==> config.mk <==
export PLATFORM = sky130hd
export DESIGN_NAME = alu_arbiter
export DESIGN_NICKNAME = d
export VERILOG_FILES = /design/src/rtl/alu_arbiter_pkg.sv /design/src/rtl/alu_rr_pick.sv /design/src/rtl/alu_arbiter.sv
export SDC_FILE = /design/constraint.sdc
export NUM_CORES = 1
export LEC_CHECK = 0
export CAP_MARGIN = 20
export CORE_ASPECT_RATIO = 1.1
export CORE_MARGIN = 4
export CORE_UTILIZATION = 43
export CTS_BUF_LIST = sky130_fd_sc_hd__clkbuf_4 sky130_fd_sc_hd__clkbuf_8
export DETAILED_ROUTE_END_ITERATION = 6
export GPL_ROUTABILITY_DRIVEN = 0
export HOLD_SLACK_MARGIN = 0.15
export PLACE_DENSITY_LB_ADDON = 0.15
export SLEW_MARGIN = 20
export SYNTH_ARGS = -nofsm -noshare
export SYNTH_HDL_FRONTEND = slang
export SYNTH_HIERARCHICAL = 1
export SYNTH_SLANG_ARGS = --single-unit
==> constraint.sdc <==
create_clock -name clock -period 5.75 [get_ports clock]
set_input_delay 0.8625 -clock clock [delete_from_list [all_inputs] [get_ports clock]]
set_output_delay 0.8625 -clock clock [all_outputs]
set_load 0.01 [all_outputs]
==> src/rtl/alu_arbiter_pkg.sv <==
// Shared definitions for the two-requester ALU arbiter.
// The ALU op codes mirror the ALUCr encodings, and the arbiter FSM states
// are one bit wide. The optional build macro ALU_ARB_FIXED_PRIO_EN is
// consumed by alu_rr_pick; nothing here depends on it.
package alu_arbiter_pkg;

    localparam int ALU_CTRL_W = 4;

    localparam logic [ALU_CTRL_W-1:0] ALU_ADD = 4'd0;
    localparam logic [ALU_CTRL_W-1:0] ALU_AND = 4'd1;
    localparam logic [ALU_CTRL_W-1:0] ALU_OR  = 4'd2;
    localparam logic [ALU_CTRL_W-1:0] ALU_XOR = 4'd3;
    localparam logic [ALU_CTRL_W-1:0] ALU_NOR = 4'd4;
    localparam logic [ALU_CTRL_W-1:0] ALU_SLL = 4'd5;
    localparam logic [ALU_CTRL_W-1:0] ALU_SRL = 4'd6;
    localparam logic [ALU_CTRL_W-1:0] ALU_SRA = 4'd7;
    localparam logic [ALU_CTRL_W-1:0] ALU_SLT = 4'd8;

    typedef enum logic {
        ARB_IDLE = 1'b0,
        ARB_EXEC = 1'b1
    } arb_state_t;

endpackage

==> src/rtl/alu_rr_pick.sv <==
// Two-way request picker for the ALU arbiter.
// Default build: round robin, a tie goes to the requester that was not
// served last. With ALU_ARB_FIXED_PRIO_EN defined, requester 0 always wins
// a tie and last_grant is ignored.
module alu_rr_pick
    import alu_arbiter_pkg::*;
(
    input  logic req0,
    input  logic req1,
    input  logic last_grant,
    output logic grant_id,
    output logic grant_valid
);

`ifdef ALU_ARB_FIXED_PRIO_EN
    logic unused_last_grant;
    assign unused_last_grant = last_grant;

    // Fixed priority: requester 0 beats requester 1 whenever both ask
    always_comb begin
        grant_valid = req0 | req1;
        grant_id    = ~req0;
    end
`else
    // Round robin: on a tie the requester not served last time wins
    always_comb begin
        grant_valid = req0 | req1;
        if (req0 && req1) begin
            grant_id = ~last_grant;
        end else begin
            grant_id = req1;
        end
    end
`endif

endmodule

==> src/rtl/alu_arbiter.sv <==
// Shares one combinational ALU between the EX-stage datapath (requester 0)
// and the branch/address unit (requester 1). A granted request is latched
// into issue registers that drive the ALU; one cycle later the ALU result
// and flags are captured and returned with a one-cycle ack.
// Build option: ALU_ARB_FIXED_PRIO_EN selects fixed priority (see alu_rr_pick).
module alu_arbiter
    import alu_arbiter_pkg::*;
#(
    parameter int DATA_W = 32,
    parameter int CTRL_W = 4
) (
    input  logic              clock,
    input  logic              reset,
    input  logic              req0,
    input  logic              req1,
    input  logic [CTRL_W-1:0] ctrl0,
    input  logic [CTRL_W-1:0] ctrl1,
    input  logic [DATA_W-1:0] a0,
    input  logic [DATA_W-1:0] b0,
    input  logic [DATA_W-1:0] a1,
    input  logic [DATA_W-1:0] b1,
    output logic              ack0,
    output logic              ack1,
    output logic [DATA_W-1:0] res,
    output logic              res_zero,
    output logic              res_ovf,
    output logic              res_neg,
    output logic              res_id,
    output logic [DATA_W-1:0] alu_a,
    output logic [DATA_W-1:0] alu_b,
    output logic [CTRL_W-1:0] alu_ctrl,
    input  logic [DATA_W-1:0] alu_c,
    input  logic              alu_zero,
    input  logic              alu_overflow,
    input  logic              alu_negative
);

    arb_state_t        state;
    logic              last_grant;
    logic              issue_id;
    logic [CTRL_W-1:0] issue_ctrl;
    logic [DATA_W-1:0] issue_a;
    logic [DATA_W-1:0] issue_b;
    logic              grant_id;
    logic              grant_valid;

    alu_rr_pick u_pick (
        .req0        (req0),
        .req1        (req1),
        .last_grant  (last_grant),
        .grant_id    (grant_id),
        .grant_valid (grant_valid)
    );

    assign alu_a    = issue_a;
    assign alu_b    = issue_b;
    assign alu_ctrl = issue_ctrl;

    // Arbiter FSM: latch the winner's operands in IDLE, capture the ALU
    // outputs and pulse the owner's ack in EXEC. Operand changes while a
    // request is in flight never reach the ALU because issue regs only load in IDLE.
    always_ff @(posedge clock or posedge reset) begin
        if (reset) begin
            state      <= ARB_IDLE;
            last_grant <= 1'b1;
            issue_id   <= 1'b0;
            issue_ctrl <= '0;
            issue_a    <= '0;
            issue_b    <= '0;
            ack0       <= 1'b0;
            ack1       <= 1'b0;
            res        <= '0;
            res_zero   <= 1'b0;
            res_ovf    <= 1'b0;
            res_neg    <= 1'b0;
            res_id     <= 1'b0;
        end else begin
            ack0 <= 1'b0;
            ack1 <= 1'b0;
            case (state)
                ARB_IDLE: begin
                    if (grant_valid) begin
                        issue_id   <= grant_id;
                        issue_ctrl <= grant_id ? ctrl1 : ctrl0;
                        issue_a    <= grant_id ? a1 : a0;
                        issue_b    <= grant_id ? b1 : b0;
                        state      <= ARB_EXEC;
                    end
                end
                ARB_EXEC: begin
                    res        <= alu_c;
                    res_zero   <= alu_zero;
                    res_ovf    <= alu_overflow;
                    res_neg    <= alu_negative;
                    res_id     <= issue_id;
                    ack0       <= ~issue_id;
                    ack1       <= issue_id;
                    last_grant <= issue_id;
                    state      <= ARB_IDLE;
                end
                default: state <= ARB_IDLE;
            endcase
        end
    end

endmodule
==> reports/results.txt <==
Most used routing layer in global routing: met2
Clock slew at reported path FFs: 0.10 ns
Number of optimization iterations in the first detailed-route pass: 4
Residual DRC count: 0
Adder-cell area share of the yosys netlist: 0%
Cell Area, Synth: 4907 sq um
CTS-repair resized insts: 0
Total number of placement rows: 40
Synthesized netlist net count: 487
Starting Density: 44.37%
Global-route wire length before repair: 20.87 mm
Critical Path RT: 5.99 ns
Fin. max-slew vios: 0
Overall overflow remaining after global route: 0
Vias per Instance: 4.896
Count of warnings emitted by yosys: 6
Setup slack after layout: 2.995 ns
Post-route ant nets: 0
Setup_tns: 0 ns
Wirelength per Cell: 18.94 microns
Critical path launch point type: input port
Iteration-0 DRC Markers: 91
Overall power consumption: 2.448 mW
TritonCTS Buffers: 9
Headroom to the max-slew limit: 33.09%
Worst Tran Pin Value: 1.004 ns
Clock latency on the worst-skew pair: 0.36 ns
Number of filler instances in the final layout: 764
Vertical die dimension: 120.0 microns
Worst-case hold slack: 0.4609 ns
Share of the clock period used by the worst path: 47.91%
Type of the most critical hold path: flop to flop
Mux share of post-synthesis cell area: 40.85%
Fmax achieved: 363.0 MHz
Maximum number of buffers from clock root to sink: 2
Most common cell after layout, fill and taps aside: clkdlybuf4s50_1
Clock Sinks: 109
Worst slack, placed: 2.626 ns
Count of distinct cell types in the synthesized netlist: 12
Area grow syn2layout: 64.07%
Data arrival time of the critical path: 3.00 ns
Post-synthesis share of cell area spent on xor and xnor gates: 0%
Maximum Capacitance Violations: 0
Number of cells on the worst hold path: 1
Element type at the critical path end: flop
TritonCTS clock tree: built
# Post-CTS Setup Buffers: 0
Final wirelength: 14.00 mm
Depth of the worst register-to-register path: 4
Input/output buffers: 280
Register bit count reported by yosys: 109
Worst-case register-to-register setup slack: 3.60 ns
Worst VDD drop: 0.2094 mV
Nets: 762
CTS Hold Bufs: 0
Met2 track utilization from global routing: 38.51%
Antenna fix cells: 0
Via count of the first global-routing pass: 3975
Power per cell area: 304.1 nW/um^2
Total core area: 11060 sq um
Area fraction in compound gates after synthesis: 0.3570%
Time the final worst path needs with I/O delays and setup: 2.755 ns
Highest-count cells in the layout ignoring fill and taps: clkdlybuf4s50_1 (280), mux2_2 (154), dfrtp_1 (108), mux2_4 (18), clkbuf_8 (10)
CP max FO: 69
Worst-case clock skew: 0.01234 ns
Total routing usage reported by global routing: 21.01%
Number of instances in the synthesized netlist: 312
Met3 Resource Use GR: 7.154%
Die X-Extent: 109.9 microns
Number of top-level pins: 281
Leakage: 3.287 nW
Core Util, Final: 72.79%
Clock H-tree levels: 3
Unrepaired setup endpoints after global routing: false
Maximum number of pins on one net before global-route repair: 71
Run status: finished, final reports clean
Die ar.: 13190 sq um
Root buf cell: clkbuf_8
Sequential-to-total area share from yosys stat: 55.61%
Placed wire-length estimate after detailed placement: 10.74 mm
# setup viols final: 0
Dominant combinational cell family by area after synthesis: multiplexers
Count of vias placed by the detailed router: 3618
Number of antenna violations at the first check in global routing: 0
Global Route met1 Usage: 21.00%
Final Hold Fails: 0
Post-Synth Simple-Gate Area: 0.4589%
Layout cell share with drive strength beyond 1: 33.11%
Average cell area after synthesis: 15.73 sq um
Critical path class: input port to flop
final timing paths:
kind	startpoint	end
worst min register to register	issue_id$_DFFE_PP0P_	ack0$_DFF_PP0_
min in group asynchronous	reset	alu_a[27]$_DFFE_PP0P_
worst min-delay path	issue_id$_DFFE_PP0P_	ack0$_DFF_PP0_
worst max register to register	state$_DFF_PP0_	alu_b[1]$_DFFE_PP0P_
max in group asynchronous	reset	last_grant$_DFFE_PP1P_
worst max-delay path	req1	alu_b[12]$_DFFE_PP0P_
registers in the layout (all words and copies together) (netlist names), 4 cells and up:
signal    flops
alu_a        32
alu_ctrl      4
alu_b        32
res          32
metal layers:
layer  wire [microns]  share of wire (%)
met5                0                  0
met4              417                3.0
met3             1453                 10
met2             7420                 53
met1             4705                 34
through the flow:
step / area [sq um] / instances
2_1_floorplan: 4907 / 312
3_3_place_gp: 7826 / 723
3_5_place_dp: 7826 / 723
4_1_cts: 8051 / 739
5_1_grt: 8051 / 739
6_report: 8051 / 739
layout make-up:
cell class	instances	area, sq um	share of cell area (%)
Clock buffer	12	152.6	1.896
Clock inverter	4	72.57	0.9013
Inverter	4	17.52	0.2176
Multi-Input combinational cell	179	2063	25.63
Sequential cell	109	2729	33.89
Tap cell	147	183.9	2.284
Timing Repair Buffer	284	2833	35.18
worst max-delay path, cell delays in order:
cell,delay (ns)
clkdlybuf4s50_1,0.47
a21boi_4,0.16
buf_4,0.71
mux2_2,0.42
mux2_2,0.26
kinds of logic after synthesis:
kind of cell           count (synthesis)
buffers and inverters                 24
multiplexers                         172
flip-flops                           109
AND/OR/NAND/NOR                        4
AO/OA/AOI/OAI                          3
report_power, final:
part | switching (mW) | total (mW) | internal, mW
Clock | 0.252 | 0.519 | 0.267
Sequential | 0.0866 | 1.02 | 0.934
Combinational | 0.317 | 0.909 | 0.592
Total | 0.655 | 2.45 | 1.79
Yosys cell counts:
library cell / n / area [sq um]
dfstp_2: 1 / 26.28
nor2b_1: 2 / 12.51
inv_1: 4 / 15.01
dfrtp_1: 108 / 2703
nand2_1: 1 / 3.750
mux2_2: 154 / 1734
a21boi_1: 1 / 7.510
buf_6: 3 / 33.78
mux2_4: 18 / 270.3
o21ai_0: 2 / 10.01
buf_2: 17 / 85.08
or2_1: 1 / 6.260
(Power assumes the default switching activity.)
